**src/rtl/data_memory_controller.sv**
```systemverilog
// data_memory_controller: two-port arbiter/sequencer for the latch-based data memory; define DMEM_CTRL_RR_EN for round-robin arbitration (fixed CPU priority otherwise).
module data_memory_controller #(
   parameter int D_ADDR_W = 12,
   parameter int DATA_W   = 8
) (
   input  logic                clk,
   input  logic                rst_n,
   input  logic                cpu_req_valid,
   output logic                cpu_req_ready,
   input  logic                cpu_req_write,
   input  logic [D_ADDR_W-1:0] cpu_req_addr,
   input  logic [DATA_W-1:0]   cpu_req_wdata,
   output logic                cpu_rsp_valid,
   output logic [DATA_W-1:0]   cpu_rsp_rdata,
   input  logic                dbg_req_valid,
   output logic                dbg_req_ready,
   input  logic                dbg_req_write,
   input  logic [D_ADDR_W-1:0] dbg_req_addr,
   input  logic [DATA_W-1:0]   dbg_req_wdata,
   output logic                dbg_rsp_valid,
   output logic [DATA_W-1:0]   dbg_rsp_rdata,
   output logic [D_ADDR_W-1:0] mem_addr,
   output logic [DATA_W-1:0]   mem_wdata,
   output logic                mem_we,
   output logic                mem_oe,
   input  logic [DATA_W-1:0]   mem_rdata
);
   typedef enum logic [2:0] {IDLE, READ, WR_SETUP, WR_PULSE, WR_HOLD} state_t;
   state_t state;
   logic gnt_dbg;
   logic pick_dbg;
   logic idle_ok;
   logic req_write;
   logic [D_ADDR_W-1:0] req_addr;
   logic [DATA_W-1:0] req_wdata;
`ifdef DMEM_CTRL_RR_EN
   logic last_dbg;
   assign pick_dbg = dbg_req_valid & (~cpu_req_valid | ~last_dbg);
`else
   assign pick_dbg = dbg_req_valid & ~cpu_req_valid;
`endif
   assign idle_ok       = rst_n & (state == IDLE);
   assign cpu_req_ready = idle_ok & cpu_req_valid & ~pick_dbg;
   assign dbg_req_ready = idle_ok & pick_dbg;
   assign req_write     = pick_dbg ? dbg_req_write : cpu_req_write;
   assign req_addr      = pick_dbg ? dbg_req_addr : cpu_req_addr;
   assign req_wdata     = pick_dbg ? dbg_req_wdata : cpu_req_wdata;
   always_ff @(posedge clk) begin
      if (!rst_n) begin
         state         <= IDLE;
         gnt_dbg       <= 1'b0;
         mem_addr      <= '0;
         mem_wdata     <= '0;
         mem_we        <= 1'b0;
         mem_oe        <= 1'b0;
         cpu_rsp_valid <= 1'b0;
         dbg_rsp_valid <= 1'b0;
         cpu_rsp_rdata <= '0;
         dbg_rsp_rdata <= '0;
`ifdef DMEM_CTRL_RR_EN
         last_dbg      <= 1'b1;
`endif
      end else begin
         cpu_rsp_valid <= 1'b0;
         dbg_rsp_valid <= 1'b0;
         case (state)
            IDLE: if (cpu_req_ready | dbg_req_ready) begin
               gnt_dbg  <= pick_dbg;
               mem_addr <= req_addr;
`ifdef DMEM_CTRL_RR_EN
               last_dbg <= pick_dbg;
`endif
               if (req_write) begin
                  mem_wdata <= req_wdata;
                  state     <= WR_SETUP;
               end else begin
                  mem_oe <= 1'b1;
                  state  <= READ;
               end
            end
            READ: begin
               mem_oe <= 1'b0;
               if (gnt_dbg) dbg_rsp_rdata <= mem_rdata;
               else cpu_rsp_rdata <= mem_rdata;
               dbg_rsp_valid <= gnt_dbg;
               cpu_rsp_valid <= ~gnt_dbg;
               state         <= IDLE;
            end
            // address and data were settled during SETUP, so we pulses over a stable bus
            WR_SETUP: begin
               mem_we <= 1'b1;
               state  <= WR_PULSE;
            end
            WR_PULSE: begin
               mem_we <= 1'b0;
               state  <= WR_HOLD;
            end
            WR_HOLD: begin
               dbg_rsp_valid <= gnt_dbg;
               cpu_rsp_valid <= ~gnt_dbg;
               state         <= IDLE;
            end
            default: state <= IDLE;
         endcase
      end
   end
endmodule
```
**config.mk**
```make
export PLATFORM = sky130hd
export DESIGN_NAME = data_memory_controller
export DESIGN_NICKNAME = d
export VERILOG_FILES = /design/src/rtl/data_memory_controller.sv
export SDC_FILE = /design/constraint.sdc
export NUM_CORES = 1
export LEC_CHECK = 0
export ABC_AREA = 1
export BUFFER_PORTS_ARGS = -buffer_cell sky130_fd_sc_hd__buf_2
export CELL_PAD_IN_SITES_DETAIL_PLACEMENT = 1
export CELL_PAD_IN_SITES_GLOBAL_PLACEMENT = 1
export CORE_UTILIZATION = 34
export DETAILED_ROUTE_END_ITERATION = 12
export PLACE_DENSITY = 0.85
export SYNTH_ARGS = -nofsm -noshare
export SYNTH_HDL_FRONTEND = slang
export SYNTH_SLANG_ARGS = --single-unit
```
**constraint.sdc**
```tcl
create_clock -name clk -period 3.25 [get_ports clk]
set_input_delay 0.65 -clock clk [delete_from_list [all_inputs] [get_ports clk]]
set_output_delay 0.65 -clock clk [all_outputs]
set_load 0.03 [all_outputs]
```
==> results.toml, run 1 <==
[synth]
syn_nets = 343
avgSynthCellArea_sq_um = 7.165
syn_area_sq_um = 2071
ys_seq_area_frac = 0.4254
yosys.cell_types.count = 25
synth-seq-cells = 44
synth_warnings = 0
synthCells = 289

[grt]
gr-usage-met2 = 0.3291
busiest_layer = "met2"
grt_pass1_vias = 2135
antenna_found_initial = 0
grtUsageMet3 = 0.05486
grt_pass1_wl_um = 9397
grt-ovfl-total = 0
track_usage = 0.1888
grt_use_met1 = 0.2211
grt_max_degree = 28

[clocking]
hold_buffers = 0
clkSinkCount = 44
cts_tree = "built"
clockBufferDepth = 2
cts-root-buf = "clkbuf_8"
numCtsBuffers = 5
cts-htree-levels = 2
cts_resized = 0
cts_setup_buffers = 0
cts.reportedPaths.clkPinSlew_ps = 90
clock_latency_ps = 300

[timing]
final.period_utilization = 0.7540
tightest_slew_ps = 732.7
finalWorstSetupSlack_ps = 799.4
slew_headroom = 0.5092
skew_ps = 13.26
finalHoldViolCount = 0
timing.fmax_mhz = 408.1
setup_viol = 0
report.final.slew_viol_count = 0
fin_tns_setup_ps = 0
rsz0062_at_grt = "no"
post-route-min-period_ps = 2451

[critical_path]
critPathRequiredTime_ps = 2600
cp-end-kind = "output pin"
crit_arrival_ps = 1800
critical_path_class = "in -> out"
path_max_fanout = 21
crit_path_start_kind = "input port"

[routing]
routed_wirelength_um = 5689
ant_nets = 0
dr.pass1.iters = 4
num_vias = 2134
routedWlPerCell_um = 12.56
drt_iter0_markers = 65
viasPerCell = 4.711
drc = 0

[placement]
numPortBuffers = 95
placed_cell_area_sq_um = 2561
dp.cells = 445
dp_hpwl_um = 4316
post-place-ws_ps = 788.7
routabilityCongestion = 0.7872

[finish]
stdcell_area_sq_um = 2683
diodes = 0
drive_gt1_frac = 0.3545
layout_commonest_cell = "buf_2"
instances_no_fill = 453
final_cell_mix = "95 x buf_2, 81 x nand2_1, 44 x dfxtp_1, 40 x nand3_1, 31 x a21oi_1"
area_delta_synth_final_pct = 29.55
nFillCells = 799
nNetsFinal = 431

[power_and_ir_drop]
power_uw = 1396
p_leak_uw = 0.001340
power_density_nw_per_um2 = 520.5
vdd_ir_drop_max_uv = 195.3

[run_status]
status = "complete, no violations"

[floorplanning]
io-pin-count = 96
start_util = 0.3518
die_w_um = 80.04
die_h_um = 80.04
core.rowCount = 28
dieArea_sq_um = 6406
core_area_sq_um = 5886

[hold_path]
hold_class = "reg -> reg"

[flow_run]
max-cap-violations = 0
==> power breakdown <==
part | total [uW] | switching (uW) | internal (uW)
registers | 611 | 30.0 | 581
clock network | 445 | 194 | 252
logic | 340 | 230 | 111
total | 1400 | 453 | 943
==> final cells by class <==
type,count,area [sq um],area share
sequential,44,880.8,0.3284
inverter,28,105.1,0.03918
multi-input combinational,201,991.0,0.3694
clock inverter,2,38.79,0.01446
clock buffer,6,82.58,0.03078
tap,75,93.84,0.03498
timing repair buffer,97,490.5,0.1828
==> state kept, by name (all words and copies together), names as in the netlist <==
register / flops
cpu_rsp_rdata: 8
cpu_rsp_valid: 1
dbg_rsp_rdata: 8
dbg_rsp_valid: 1
gnt_dbg: 1
mem_addr: 12
mem_oe: 1
mem_wdata: 8
mem_we: 1
state: 3
==> cell usage after synthesis, drive strengths merged <==
master / instances / area share
clkbuf: 7 / 0.013
nor3b: 1 / 0.0036
buf: 9 / 0.033
dfxtp: 44 / 0.43
nor3: 2 / 0.010
nor2: 27 / 0.085
nand2: 85 / 0.16
inv: 27 / 0.049
or2: 1 / 0.0030
a21oi: 31 / 0.075
o211ai: 1 / 0.010
nand3: 40 / 0.097
clkinv: 1 / 0.0018
o21ai: 13 / 0.031
==> per-layer routing <==
metal  wire length, um  share of wire
met5                 0              0
met4                80          0.014
met3               401          0.070
met2              2636           0.46
met1              2571           0.45
==> stage by stage <==
stage	hold WS (ps)	utilization
after global placement	429.5	0.4352
final	445.4	0.4558
after global routing	473.0	0.4558
after detailed placement	436.8	0.4352
after CTS	451.2	0.4558
after floorplan	531.4	-
==> worst max-delay path, stage by stage <==
cell and delay (ps):
buf_2 310, inv_1 110, nor2_2 200, nand2_1 110, nor2_1 180, buf_2 230
==> kinds of logic (layout without fill, tap and decap cells) <==
family,Yosys count,count (layout),synth area share
AOI/OAI and AO/OA,45,45,0.1166
buffers and inverters,44,133,0.09607
DFF,44,44,0.4254
and+or+nand+nor,156,156,0.3619
==> worst paths after layout <==
kind             from  slack, ps  cells after the start                to
max             rst_n        800                      6     dbg_req_ready
min            mem_oe        450                      2            mem_oe
max reg2reg  state[1]       1550                      4  cpu_rsp_rdata[7]
min reg2reg    mem_oe        450                      2            mem_oe
(Power assumes the default switching activity.)
==> inputs of run 2 (changes only) <==
--- a/config.mk
+++ b/config.mk
@@ -9,9 +9,9 @@
 export BUFFER_PORTS_ARGS = -buffer_cell sky130_fd_sc_hd__buf_2
 export CELL_PAD_IN_SITES_DETAIL_PLACEMENT = 1
 export CELL_PAD_IN_SITES_GLOBAL_PLACEMENT = 1
-export CORE_UTILIZATION = 34
+export CORE_UTILIZATION = 31
 export DETAILED_ROUTE_END_ITERATION = 12
-export PLACE_DENSITY = 0.85
+export PLACE_DENSITY = 0.78
 export SYNTH_ARGS = -nofsm -noshare
 export SYNTH_HDL_FRONTEND = slang
 export SYNTH_SLANG_ARGS = --single-unit
==> constraint.sdc (replaced) <==
create_clock -name clk -period 2.4 [get_ports clk]
set_input_delay 0.48 -clock clk [delete_from_list [all_inputs] [get_ports clk]]
set_output_delay 0.48 -clock clk [all_outputs]
set_load 0.03 [all_outputs]
==> run 2 against run 1 <==
Final cell count rose by 1.3%. Critical endpoint unchanged. Largest cell class unchanged. Die area increased by 9.4%. Global-route usage is 2.1 points lower. Critical path type is now reg -> out. Wire length grew 1.5%. Combinational power increased by 38%. Sequential share of layout area about the same. Total power grew 27%.
==> results.toml, run 2 (synthesized netlist as in run 1, its figures left out) <==
[finish]
diodes = 0
nNetsFinal = 435
largest_register = "mem_addr"
layout_commonest_cell = "buf_2"
area_delta_synth_final_pct = 29.73
instances_no_fill = 459
final_cell_mix = "95 x buf_2, 81 x nand2_1, 44 x dfxtp_1, 40 x nand3_1, 31 x a21oi_1"
drive_gt1_frac = 0.3613
nFillCells = 862
largest_register_ffs = 12
stdcell_area_sq_um = 2686
fin_util = 0.4207

[power_and_ir_drop]
power_density_nw_per_um2 = 659.8
p_leak_uw = 0.001349
vdd_ir_drop_max_uv = 273.9

[floorplanning]
start_util = 0.3243
core.rowCount = 29
die_w_um = 83.73
io-pin-count = 96
die_h_um = 83.73
dieArea_sq_um = 7011
core_area_sq_um = 6386

[placement]
dp_hpwl_um = 4513
routabilityCongestion = 0.7918
numPortBuffers = 95
placed_cell_area_sq_um = 2594
dp.cells = 451
post-place-ws_ps = 561.5

[timing]
post-route-min-period_ps = 1944
finalHoldViolCount = 0
setup_viol = 0
skew_ps = 8.728
finalWorstSetupSlack_ps = 456.0
slew_headroom = 0.5814
fin_tns_setup_ps = 0
tightest_slew_ps = 625.9
rsz0062_at_grt = "no"
timing.fmax_mhz = 514.4
report.final.slew_viol_count = 0
final.period_utilization = 0.8100

[clocking]
cts.reportedPaths.clkPinSlew_ps = 90
cts-root-buf = "clkbuf_8"
cts_resized = 0
hold_buffers = 0
clockBufferDepth = 2
cts_setup_buffers = 0
numCtsBuffers = 5
clkSinkCount = 44
cts-htree-levels = 2
cts_tree = "built"
clock_latency_ps = 290

[critical_path]
crit_path_start_kind = "register"
critPathRequiredTime_ps = 1920
crit_arrival_ps = 1460
reg2reg_depth = 4
critical_path_class = "reg -> out"
r2r-start = "state[1]"
path_max_fanout = 8
ff2ff_setup_slack_ps = 690
cp-end-kind = "output pin"
reg2reg_to = "dbg_rsp_rdata[5]"

[grt]
grt_pass1_wl_um = 9473
grt_pass1_vias = 2103
track_usage = 0.1682
antenna_found_initial = 0
grt_max_degree = 23
grt-ovfl-total = 0

[hold_path]
min_from = "mem_addr[1]"
min_to = "mem_addr[1]"
hold_class = "reg -> reg"
hold_depth = 2

[routing]
drc = 0
dr.pass1.iters = 5
num_vias = 2112
routed_wirelength_um = 5774
ant_nets = 0
routedWlPerCell_um = 12.58
drt_iter0_markers = 39
viasPerCell = 4.601

[flow_run]
max-cap-violations = 0

[run_status]
status = "complete, no violations"
-- run 2: cell type report --
type | instances | area, sq um | area share
Clock buffer | 6 | 82.58 | 0.03074
Sequential cell | 44 | 880.8 | 0.3279
Tap cell | 77 | 96.34 | 0.03586
Multi-Input combinational cell | 201 | 991.0 | 0.3689
Inverter | 28 | 105.1 | 0.03912
Clock inverter | 2 | 10.01 | 0.003726
Timing Repair Buffer | 101 | 520.5 | 0.1938
-- run 2: routing by layer --
layer,wire (um),track usage,share of wire
met2,2636,0.2831,0.46
met1,2604,0.2041,0.45
met3,487,0.05737,0.084
met5,0,0,0
met4,45,0.04622,0.0078
-- run 2: through the flow --
step,power [uW],hold slack (ps)
floorplan,1172,531.4
global placement,1305,430.2
detailed placement,1317,437.3
CTS,1793,451.1
global route,1879,471.1
finish,1772,447.9
-- run 2: power by group --
part	internal, uW	switching, uW	leakage, uW
Combinational	156	313	0.000939
Clock	230	247	0.0000510
Sequential	787	40.0	0.000359
Total	1170	600	0.00135
-- run 2: worst max path at each step --
stage	start	to	slack (ps)
floorplan	cpu_req_valid	dbg_req_ready	680
global placement	cpu_req_valid	mem_wdata[1]	580
detailed placement	cpu_req_valid	mem_wdata[2]	560
CTS	state[1]	dbg_req_ready	420
global route	state[1]	dbg_req_ready	360
finish	state[1]	dbg_req_ready	460
-- run 2: worst max-delay path: stages, from the launching register on --
cell and delay (ps):
dfxtp_1 430, nor2_2 250, nand2_1 100, nor2_1 160, buf_2 230
